<file path="src/rtl/guess_scorer.sv">
// Serial Mastermind-style scorer: one exact pass, then one partial-match step per guess peg.
// Feedback digits come out sorted (exacts first), with counts, a win flag and a one-cycle result pulse.
module guess_scorer #(
    parameter int COLOR_W = 3
) (
    input  logic               clk,
    input  logic               reset,
    input  logic               guess_valid,
    output logic               guess_ready,
    input  logic [COLOR_W-1:0] guess0,
    input  logic [COLOR_W-1:0] guess1,
    input  logic [COLOR_W-1:0] guess2,
    input  logic [COLOR_W-1:0] guess3,
    input  logic [COLOR_W-1:0] code0,
    input  logic [COLOR_W-1:0] code1,
    input  logic [COLOR_W-1:0] code2,
    input  logic [COLOR_W-1:0] code3,
    output logic [1:0]         fb0,
    output logic [1:0]         fb1,
    output logic [1:0]         fb2,
    output logic [1:0]         fb3,
    output logic [2:0]         exact_cnt,
    output logic [2:0]         partial_cnt,
    output logic               result_valid,
    output logic               win
);

    typedef logic [COLOR_W-1:0] color_t;

    typedef enum logic [2:0] {
        S_IDLE,
        S_EXACT,
        S_PART0,
        S_PART1,
        S_PART2,
        S_PART3,
        S_PACK
    } state_t;

    state_t     state_q, state_d;
    color_t     guess_q [4];
    color_t     guess_d [4];
    color_t     code_q [4];
    color_t     code_d [4];
    logic [3:0] used_code_q, used_code_d;
    logic [3:0] used_guess_q, used_guess_d;
    logic [2:0] exact_n_q, exact_n_d;
    logic [2:0] partial_n_q, partial_n_d;
    logic [1:0] fb_q [4];
    logic [1:0] fb_d [4];
    logic [2:0] exact_cnt_q, exact_cnt_d;
    logic [2:0] partial_cnt_q, partial_cnt_d;
    logic       win_q, win_d;
    logic       result_valid_q, result_valid_d;

    logic [1:0] part_idx;
    state_t     part_next;
    color_t     part_color;
    logic       match_found;
    logic [1:0] match_idx;

    function automatic logic [2:0] popcount4(input logic [3:0] m);
        return 3'(m[0]) + 3'(m[1]) + 3'(m[2]) + 3'(m[3]);
    endfunction

    function automatic logic [1:0] fb_digit(input logic [2:0] pos,
                                            input logic [2:0] e,
                                            input logic [2:0] p);
        if (pos < e) begin
            return 2'd2;
        end else if (pos < e + p) begin
            return 2'd1;
        end
        return 2'd0;
    endfunction

    // Partial-match search for the peg selected by the current PARTk state.
    // Scanning downward lets the lowest free matching code index win.
    always_comb begin
        part_idx  = 2'd0;
        part_next = S_IDLE;
        unique case (state_q)
            S_PART0: begin part_idx = 2'd0; part_next = S_PART1; end
            S_PART1: begin part_idx = 2'd1; part_next = S_PART2; end
            S_PART2: begin part_idx = 2'd2; part_next = S_PART3; end
            S_PART3: begin part_idx = 2'd3; part_next = S_PACK;  end
            default: begin part_idx = 2'd0; part_next = S_IDLE;  end
        endcase
        part_color  = guess_q[part_idx];
        match_found = 1'b0;
        match_idx   = 2'd0;
        for (int j = 3; j >= 0; j--) begin
            if (!used_code_q[j] && (code_q[j] == part_color)) begin
                match_found = 1'b1;
                match_idx   = 2'(j);
            end
        end
    end

    always_comb begin
        state_d        = state_q;
        guess_d        = guess_q;
        code_d         = code_q;
        used_code_d    = used_code_q;
        used_guess_d   = used_guess_q;
        exact_n_d      = exact_n_q;
        partial_n_d    = partial_n_q;
        fb_d           = fb_q;
        exact_cnt_d    = exact_cnt_q;
        partial_cnt_d  = partial_cnt_q;
        win_d          = win_q;
        result_valid_d = 1'b0;

        unique case (state_q)
            S_IDLE: begin
                if (guess_valid) begin
                    guess_d[0] = guess0;
                    guess_d[1] = guess1;
                    guess_d[2] = guess2;
                    guess_d[3] = guess3;
                    code_d[0]  = code0;
                    code_d[1]  = code1;
                    code_d[2]  = code2;
                    code_d[3]  = code3;
                    state_d    = S_EXACT;
                end
            end
            S_EXACT: begin
                for (int i = 0; i < 4; i++) begin
                    used_code_d[i]  = (guess_q[i] == code_q[i]);
                    used_guess_d[i] = (guess_q[i] == code_q[i]);
                end
                exact_n_d   = popcount4(used_code_d);
                partial_n_d = 3'd0;
                state_d     = S_PART0;
            end
            S_PART0, S_PART1, S_PART2, S_PART3: begin
                if (!used_guess_q[part_idx] && match_found) begin
                    used_code_d[match_idx] = 1'b1;
                    partial_n_d            = partial_n_q + 3'd1;
                end
                state_d = part_next;
            end
            S_PACK: begin
                for (int i = 0; i < 4; i++) begin
                    fb_d[i] = fb_digit(3'(i), exact_n_q, partial_n_q);
                end
                exact_cnt_d    = exact_n_q;
                partial_cnt_d  = partial_n_q;
                win_d          = (exact_n_q == 3'd4);
                result_valid_d = 1'b1;
                state_d        = S_IDLE;
            end
            default: state_d = S_IDLE;
        endcase
    end

    always_ff @(posedge clk or posedge reset) begin
        if (reset) begin
            state_q        <= S_IDLE;
            guess_q        <= '{default: '0};
            code_q         <= '{default: '0};
            used_code_q    <= 4'd0;
            used_guess_q   <= 4'd0;
            exact_n_q      <= 3'd0;
            partial_n_q    <= 3'd0;
            fb_q           <= '{default: '0};
            exact_cnt_q    <= 3'd0;
            partial_cnt_q  <= 3'd0;
            win_q          <= 1'b0;
            result_valid_q <= 1'b0;
        end else begin
            state_q        <= state_d;
            guess_q        <= guess_d;
            code_q         <= code_d;
            used_code_q    <= used_code_d;
            used_guess_q   <= used_guess_d;
            exact_n_q      <= exact_n_d;
            partial_n_q    <= partial_n_d;
            fb_q           <= fb_d;
            exact_cnt_q    <= exact_cnt_d;
            partial_cnt_q  <= partial_cnt_d;
            win_q          <= win_d;
            result_valid_q <= result_valid_d;
        end
    end

    assign guess_ready  = (state_q == S_IDLE);
    assign fb0          = fb_q[0];
    assign fb1          = fb_q[1];
    assign fb2          = fb_q[2];
    assign fb3          = fb_q[3];
    assign exact_cnt    = exact_cnt_q;
    assign partial_cnt  = partial_cnt_q;
    assign win          = win_q;
    assign result_valid = result_valid_q;

endmodule
</file>
<file path="config.mk">
export PLATFORM = sky130hd
export DESIGN_NAME = guess_scorer
export DESIGN_NICKNAME = d
export VERILOG_FILES = /design/src/rtl/guess_scorer.sv
export SDC_FILE = /design/constraint.sdc
export NUM_CORES = 1
export LEC_CHECK = 0
export BUFFER_PORTS_ARGS = -buffer_cell sky130_fd_sc_hd__buf_4
export CAP_MARGIN = 25
export CORE_ASPECT_RATIO = 1.2
export CORE_MARGIN = 3
export CORE_UTILIZATION = 40
export CTS_BUF_LIST = sky130_fd_sc_hd__clkbuf_8
export DETAILED_ROUTE_END_ITERATION = 10
export PLACE_DENSITY_LB_ADDON = 0.25
export REMOVE_ABC_BUFFERS = 1
export SYNTH_ARGS = -nofsm -noshare
export SYNTH_HDL_FRONTEND = slang
export SYNTH_SLANG_ARGS = --single-unit
</file>
<file path="constraint.sdc">
create_clock -name clk -period 5.21 [get_ports clk]
set_clock_uncertainty 0.2 [all_clocks]
set_input_delay 0.2605 -clock clk [delete_from_list [all_inputs] [get_ports clk]]
set_output_delay 0.2605 -clock clk [all_outputs]
set_load 0.005 [all_outputs]
</file>
==> out/summary.txt <==
Run status: completed
Worst-path clk slew: 0.07 ns
Total of max-cap violations: 0
Yosys cell types: 39
Mapped Area: 0.00292 sq mm
Number of vias per cell: 4.93
DRC viols: 0
Adder-cell share of the synthesized area: 3.94%
Starting DRT DRC Count: 45
Fin. max-slew vios: 0
Max H-tree Level: 3
Worst Path Required: 5.22 ns
Most common cell in the netlist: dfrtp_1
Largest family of logic cells by synthesized area: multiplexers
Final Worst Setup Slack: 1.99 ns
RSZ-0062 raised after global routing: false
Syn avg cell area: 11.4 sq um
PD cells: 618 mW/mm^2
Seq/Total Area, Yosys: 48.8%
Flops & latches, synth: 57
Critical R2R Launch: state_q[1]
Worst flop-to-flop path endpoint: used_code_q[0]
CTS tree: done
Placed cell area: 0.00332 sq mm
RePlAce Congestion: 0.807
R2R Setup Slk: 1.99 ns
Via count: 2,060
Syn Inst Count: 256
CTS Sinks: 57
Buf/Inv on CP: 1
GRT overflow: 0
Setup violations, final: 0
Share of the synthesized area in the top cell type: 48.8%
Critical-path maximum fanout: 7
Tot GR Track Use: 15.5%
Diode count: 0
Hold_sp: guess_valid
Row count: 33
Worst path max stage delay: 0.52 ns
Die area: 0.00837 sq mm
Actual slew at the worst max-slew pin: 0.709 ns
Worst r2r path cells: 9
Design area: 0.00382 sq mm
CP endpoint kind: flip-flop
CTS root buf: clkbuf_8
Final critical-path required period: 3.22 ns
Ranking of synthesized cells by area: dfrtp_1 49%, mux2_2 11%, nand2_1 5.3%
LEAKAGE: 1.75 nW
F_max: 311 MHz
Post-Route WL: 5.89 mm
Die H: 99.6 um
Pwr Total: 0.00236 W
Effective utilization at floorplan: 41.9%
Tcrit/Tclk final: 61.8%
Minimum setup slack after placement: 1.98 ns
Setup Fix Bufs, Post-CTS: 0
Largest net degree at the start of global routing: 58
I/O Pins: 44
Clock Latency Late Sink: 0.34 ns
First-pass iteration count of the detailed router: 4
Final hold violation count: 0
PortBufs: 43
CP Cell Sequence: inv_1 -> ha_1 -> mux2i_1 -> o31ai_1 -> a311oi_1 -> nor3_2 -> o41a_4 -> nor3_1 -> a211oi_2
Vias in the first global route: 2,172
Yosys top cell by area: dfrtp_1
Worst path slowest cell: o41a_4
Asr flop ratio synth: 100%
Area Growth Syn to Fin: 30.8%
Fin nets: 361
CTS Buf Count: 9
Setup Crit Path Kind: flip-flop to flip-flop
WL per Instance: 14.1 um
XOR/XNOR Fraction of Synth Area: 7.75%
Layout cells sized above 1: 31.7%
CP delay by family, top: compound AO/OA/AOI/OAI gates
Hold WC Path Type: input pin to flip-flop
First-pass GRT wire length: 10.2 mm
Synth Area in Compound Gates: 8.01%
Antenna violations before repair: 0
CP Data Arrival Time: 3.22 ns
Hold Crit Depth: 3
Setup TNS: 0 ns
Simple-Gate Fraction of Synth Area: 13.4%
Antenna Nets Post-Route: 0
WP depth: 9
Main synth FF type: dfrtp_1
Synth warn: 0
Mux contribution to synthesized area: 15.2%
Commonest cells in the netlist: 57 x dfrtp_1, 41 x nand2_1, 28 x mux2_2
Dpl hpwl: 4.20 mm
Clk buf depth: 2
Slew margin rel.: 52.7%
Crit path launch type: flip-flop
Core area: 0.00698 sq mm
Peak supply drop: 0.327 mV
Chip Width: 84.0 um
EDFF count, synth: 0
WHS Endpoint: state_q[0]
metrics by stage:
step                      instances  hold WS [ns]  util [%]
after floorplan                 245         0.212         -
after global placement          376         0.261      47.5
after detailed placement        376         0.267      47.5
after CTS                       417        0.0570      54.4
after global routing            418        0.0837      54.8
final                           418        0.0608      54.8
cells by family after synthesis:
logic type      after synthesis
simple gates                 78
flops                        57
compound gates               31
fa+ha+maj                     8
xor+xnor                     25
buf+inv                      21
mux                          36
power breakdown:
part | leakage [nW] | switching, W | internal [W]
clock | 0.115 | 0.000176 | 0.000293
combinational | 0.911 | 0.000519 | 0.000546
sequential | 0.723 | 0.000203 | 0.000624
total | 1.75 | 0.000898 | 0.00146
flip-flops by register name, summed over array words and instances (netlist names):
name	cells
used_guess_q	4
fb0	2
guess_q	12
code_q	12
partial_cnt	3
exact_n_q	3
result_valid	1
exact_cnt	3
used_code_q	4
state_q	3
fb1	2
fb3	2
win	1
partial_n_q	3
fb2	2
metal layers:
metal	vias to the layer above	part of all wire, %	GRT usage [%]
li1	1022	-	-
met1	985	43	18.8
met2	43	51	25.4
met3	10	3.9	3.65
met4	0	2.0	8.54
met5	-	0	0
worst register-to-register path, stage by stage (launching register included):
cell and delay, ns:
dfrtp_1 0.46, inv_1 0.15, ha_1 0.40, mux2i_1 0.45, o31ai_1 0.15, a311oi_1 0.35, nor3_2 0.12, o41a_4 0.52
nor3_1 0.23, a211oi_2 0.07
final cells by class:
class	count	area, sq um
clock buffer	11	151
fill	631	3160
tap	87	109
sequential	57	1430
clock inverter	5	77.6
timing repair buffer	70	606
inverter	10	37.5
multi-input combinational	178	1410
what timing repair did:
item / CTS / global route
hold buffers: 25 / 0
endpoints found under the hold margin: 81 / 0
resized for setup: 0 / 0
worst max path at each step:
stage,slack (ns),to,start
5_1_grt,1.71,used_code_q[1],state_q[1]
4_1_cts,1.96,used_code_q[3],state_q[1]
3_5_place_dp,1.98,used_code_q[3],state_q[1]
2_1_floorplan,2.26,used_code_q[0],state_q[1]
6_report,1.99,used_code_q[0],state_q[1]
3_3_place_gp,2.10,used_code_q[0],state_q[1]
layout by cell type, fill, tap and decap left out, types with 2 or more instances in the layout:
| master | instances |
|---|---|
| bufinv_16 | 2 |
| mux2_2 | 28 |
| clkbuf_8 | 11 |
| nand3_1 | 4 |
| o21ai_1 | 2 |
| o31ai_1 | 3 |
| inv_1 | 9 |
| a311oi_1 | 3 |
| fa_1 | 2 |
| nor3_1 | 7 |
| xor2_1 | 14 |
| dlygate4sd3_1 | 25 |
| mux4_2 | 3 |
| xnor2_1 | 10 |
| nor2_1 | 10 |
| nor4_4 | 2 |
| buf_4 | 44 |
| clkinv_2 | 2 |
| nand2_1 | 41 |
| dfrtp_1 | 57 |
| nor2b_1 | 2 |
| o21ai_0 | 9 |
| nor4_1 | 2 |
| or3_1 | 3 |
| a211oi_2 | 3 |
| a21oi_1 | 5 |
| and2_1 | 2 |
| ha_1 | 6 |
| mux2i_1 | 4 |
Note: power is estimated with default switching activity, not from simulation.
